File: src/rtl/trap_ctrl.sv
// trap_ctrl: trap sequencer sitting in front of the CSR register file.
// Classifies each committed instruction (normal / ecall / illegal / mret),
// emits the trap-side CSR write strobes and redirects fetch to mtvec or mepc.
// Optional feature: define TRAP_CTRL_TIMER_IRQ_EN to add a level-sensitive
// machine timer interrupt input (timer_irq_i), taken in IDLE when MIE is set.
module trap_ctrl #(
  parameter int XLEN          = 64,
  parameter int CAUSE_ILLEGAL = 2,
  parameter int CAUSE_ECALL_M = 11
) (
  input  logic            clk,
  input  logic            rst,
`ifdef TRAP_CTRL_TIMER_IRQ_EN
  input  logic            timer_irq_i,
`endif
  input  logic            valid_i,
  output logic            ready_o,
  input  logic [XLEN-1:0] pc_i,
  input  logic            is_ecall_i,
  input  logic            is_mret_i,
  input  logic            is_illegal_i,
  input  logic [XLEN-1:0] mtvec_i,
  input  logic [XLEN-1:0] mepc_i,
  input  logic [XLEN-1:0] mstatus_i,
  output logic            panic_o,
  output logic            pc_mret_o,
  output logic            wmepc_o,
  output logic [XLEN-1:0] mepc_v_o,
  output logic            wmcause_o,
  output logic [XLEN-1:0] mcause_v_o,
  output logic            redirect_o,
  output logic [XLEN-1:0] redirect_pc_o
);

  // Interrupt flag in the MSB, exception code 7 (machine timer) in the LSBs.
  localparam logic [XLEN-1:0] IRQ_CAUSE = {1'b1, {(XLEN-4){1'b0}}, 3'd7};

  typedef enum logic [1:0] {
    IDLE = 2'd0,
    SAVE = 2'd1,
    JUMP = 2'd2,
    MRET = 2'd3
  } state_e;

  state_e          state_q, state_d;
  logic [XLEN-1:0] epc_q,   epc_d;
  logic [XLEN-1:0] cause_q, cause_d;

  logic accept;
  logic take_irq;
  logic unused_inputs;

  // A new instruction is only consumed while no sequence is in flight.
  assign accept = valid_i & (state_q == IDLE);

`ifdef TRAP_CTRL_TIMER_IRQ_EN
  // The pending interrupt steals the accepted slot; the instruction itself
  // is not executed and will be re-fetched after the handler returns.
  assign take_irq      = accept & timer_irq_i & mstatus_i[3];
  assign unused_inputs = ^{mstatus_i[XLEN-1:4], mstatus_i[2:0], mtvec_i[1:0]};
`else
  assign take_irq      = 1'b0;
  assign unused_inputs = ^{mstatus_i, mtvec_i[1:0]};
`endif

  // State and captured trap context; reset aborts any sequence immediately.
  always_ff @(posedge clk or posedge rst) begin
    if (rst) begin
      state_q <= IDLE;
      epc_q   <= '0;
      cause_q <= '0;
    end else begin
      state_q <= state_d;
      epc_q   <= epc_d;
      cause_q <= cause_d;
    end
  end

  // Next-state and capture: classify on accept with illegal > ecall > mret.
  always_comb begin
    state_d = state_q;
    epc_d   = epc_q;
    cause_d = cause_q;
    unique case (state_q)
      IDLE: begin
        if (take_irq) begin
          // Interrupts record the exact PC of the instruction not executed.
          state_d = SAVE;
          epc_d   = pc_i;
          cause_d = IRQ_CAUSE;
        end else if (accept && is_illegal_i) begin
          state_d = SAVE;
          epc_d   = {pc_i[XLEN-1:2], 2'b00};
          cause_d = XLEN'(CAUSE_ILLEGAL);
        end else if (accept && is_ecall_i) begin
          state_d = SAVE;
          epc_d   = {pc_i[XLEN-1:2], 2'b00};
          cause_d = XLEN'(CAUSE_ECALL_M);
        end else if (accept && is_mret_i) begin
          state_d = MRET;
        end
      end
      SAVE:    state_d = JUMP;
      JUMP:    state_d = IDLE;
      MRET:    state_d = IDLE;
      default: state_d = IDLE;
    endcase
  end

  // Moore output decode: everything depends on state and captured context,
  // plus the CSR values that are deliberately read late (mtvec, mepc).
  always_comb begin
    ready_o       = 1'b0;
    panic_o       = 1'b0;
    pc_mret_o     = 1'b0;
    wmepc_o       = 1'b0;
    mepc_v_o      = '0;
    wmcause_o     = 1'b0;
    mcause_v_o    = '0;
    redirect_o    = 1'b0;
    redirect_pc_o = '0;
    unique case (state_q)
      IDLE: begin
        ready_o = 1'b1;
      end
      SAVE: begin
        panic_o    = 1'b1;
        wmepc_o    = 1'b1;
        mepc_v_o   = epc_q;
        wmcause_o  = 1'b1;
        mcause_v_o = cause_q;
      end
      JUMP: begin
        // mtvec is read here, one cycle after SAVE, so a freshly written
        // value is honoured. Only direct mode: the mode bits are dropped.
        redirect_o    = 1'b1;
        redirect_pc_o = {mtvec_i[XLEN-1:2], 2'b00};
      end
      MRET: begin
        pc_mret_o     = 1'b1;
        redirect_o    = 1'b1;
        redirect_pc_o = mepc_i;
      end
      default: begin
        ready_o = 1'b0;
      end
    endcase
  end

endmodule

File: config.mk
export PLATFORM = sky130hd
export DESIGN_NAME = trap_ctrl
export DESIGN_NICKNAME = d
export VERILOG_FILES = /design/src/rtl/trap_ctrl.sv
export SDC_FILE = /design/constraint.sdc
export NUM_CORES = 1
export LEC_CHECK = 0
export BUFFER_PORTS_ARGS = -buffer_cell sky130_fd_sc_hd__buf_2
export CAP_MARGIN = 10
export CORE_AREA = 2 2 179 181
export CTS_CLUSTER_DIAMETER = 50
export DETAILED_ROUTE_END_ITERATION = 12
export DIE_AREA = 0 0 181 183
export GPL_TIMING_DRIVEN = 1
export PLACE_DENSITY = 0.49
export SYNTH_ARGS = -nofsm -noshare
export SYNTH_HDL_FRONTEND = slang
export SYNTH_SLANG_ARGS = --single-unit
File: constraint.sdc
create_clock -name clk -period 4.88 [get_ports clk]
set_input_delay 0.244 -clock clk [delete_from_list [all_inputs] [get_ports clk]]
set_output_delay 0.244 -clock clk [all_outputs]
set_load 0.02 [all_outputs]
==> impl_metrics.tcl <==
set metrics [dict create \
    synthToLayoutAreaGrowth_pct 41.2 \
    cts_buffers 9 \
    dr_total_vias 3849 \
    synth_warnings 0 \
    start_util_pct 15.4 \
    crit_arrival_ns 2.37 \
    cts_resized 0 \
    min_path_cells 2 \
    synth_cell_types 22 \
    ant_nets 0 \
    cp_common_cell "buf_4" \
    final_common_cell "buf_2" \
    max_freq_mhz 382 \
    cts_tree "built" \
    drtIter0Drc 94 \
    clk_latency_ns 0.33 \
    wire_per_inst_um 12.6 \
    portBuffers 328 \
    worst-slew-pin-transition_ns 1.02 \
    clockBufferDepth 2 \
    irDropWorstVdd_mv 0.150 \
    hold_viol 0 \
    grt_overflow 0 \
    slew_headroom_pct 32.2 \
    die_w_um 181 \
    slew_violations 0 \
    min_path_type "input port to register" \
    vias_per_cell 3.36 \
    die_area_mm2 0.0331 \
    drcViolationCount 0 \
    netlist.area_leader.share_pct 34.3 \
    cts_setup_buffers 0 \
    cp_max_fo 69 \
    grt_pass1_wl_um 20800 \
    p_total_mw 2.39 \
    endpoint_kind "primary output" \
    r2r-end "epc_q[63]" \
    min_period_over_period_pct 53.7 \
    place.gp.congestion 0.700 \
    r2r-start "state_q[1]" \
    nNetsFinal 1000 \
    reg2regPathDepth 5 \
    syn_area_per_cell_um2 11.3 \
    seq_area_frac_synth_pct 34.3 \
    grt_pass1_vias 3671 \
    num-fill-cells 3465 \
    fp.dieH_um 183 \
    slowest_delay_ns 0.62 \
    layout_common_cells "buf_2, and2_1, dfrtp_1" \
    cts_sinks 66 \
    cp_top_family "buffers and inverters" \
    hold-path-endpoint "epc_q[3]" \
    cp-start-kind "register" \
    wl_um 14500 \
    final.setup.tns_ns 0 \
    maxCapViolCount 0 \
    core_mm2 0.0312 \
    syn_inst 427 \
    synth_seq_cells 66 \
    cellLeakagePower_nw 3.66 \
    cts_root_buf "clkbuf_16" \
    startpoint "state_q[1]" \
    drt-pass1-iter-count 4 \
    cts_hold_buf 0 \
    setup_viol 0 \
    power_density_mw_per_mm2 352 \
    n_antenna_cell 0 \
    rows 65 \
    ios 460 \
    clock-skew-final_ns 0.00486 \
    grt_setup_unrepaired "no" \
    cp_slowest_cell "and2b_2" \
    hold_start "pc_i[3]" \
    antenna_found_initial 0 \
    status "completed" \
    fin_util_pct 21.8 \
    ff2ff_setup_slack_ns 2.49 \
    synth_area_leader_cell "dfrtp_1" \
    cp_cell_sequence "buf_4, and2b_2, buf_4, and2_1, buf_2" \
    crit_required_ns 4.64 \
    grtUsageTotal_pct 8.10 \
    synthesis.area_mm2 0.00481 \
    drive_gt1_share_pct 56.1 \
    htree_levels 3 \
    worst-path-buf-inv 3 \
    min_period_ns 2.62 \
    dp_hpwl_um 11100 \
    critPathKind "register to primary output" \
    grt_max_degree 70 \
    path_clk_slew_ns 0.06 \
    netlist_top_cells_area "dfrtp_1, mux2_4, mux2i_1" \
]
## per-stage QoR
stage	setup slack [ns]	cells	cell area (um2)	hold WS, ns
6_report	2.26	1144	6800	0.139
5_1_grt	1.95	1144	6800	0.123
4_1_cts	2.10	1144	6800	0.111
3_5_place_dp	2.44	1129	6500	0.446
3_3_place_gp	2.44	1129	6500	0.443
2_1_floorplan	2.98	489	5050	0.337
## power by group
part / total [mW] / internal [mW] / switching (mW)
Combinational: 0.970 / 0.478 / 0.492
Sequential: 0.787 / 0.710 / 0.0772
Clock: 0.636 / 0.397 / 0.239
## Yosys cell counts, drive strengths merged
master,instances
buf,82
dfrtp,66
and2,65
mux2i,63
mux2,62
nor2b,62
clkbuf,14
nor2,3
and3,2
inv,2
a31oi,1
and2b,1
and3b,1
conb,1
o311a,1
or2,1
## kinds of logic after synthesis
family | Yosys count | synth area share, %
AO/OA/AOI/OAI | 2 | 0.338
AND/OR/NAND/NOR | 135 | 17.6
other | 1 | 0.0779
buffers and inverters | 98 | 15.5
multiplexers | 125 | 32.1
flip-flops | 66 | 34.3
## metal layers
| metal | track usage, % | share of wire, % | vias to the layer above |
|---|---|---|---|
| met5 | 0 | 0 | - |
| met4 | 1.85 | 0.85 | 0 |
| met3 | 2.07 | 5.9 | 9 |
| met2 | 13.9 | 51 | 184 |
| met1 | 10.3 | 43 | 1763 |
| li1 | - | - | 1893 |
## worst max-delay path by stage
stage / end / slack, ns / cells past startpoint
final: mcause_v_o[1] / 2.26 / 5
after global routing: mcause_v_o[1] / 1.95 / 5
after CTS: mcause_v_o[1] / 2.10 / 5
after detailed placement: epc_q[54] / 2.44 / 5
after global placement: epc_q[53] / 2.44 / 5
after floorplan: cause_q[0] / 2.98 / 1
## registers in the layout (all words and copies together) (netlist names)
name	count
epc_q	62
cause_q	2
state_q	2
## area by class of cell
class,count,area [um2],area share [%]
inverters,2,7.51,0.110
well taps,402,503,7.40
clock inverters,1,7.51,0.110
clock buffers,14,284,4.18
multi-input cells,325,2650,39.0
repair buffers,334,1690,24.8
flip-flops and latches,66,1660,24.4
No activity file was read; power rests on OpenSTA's default activity.
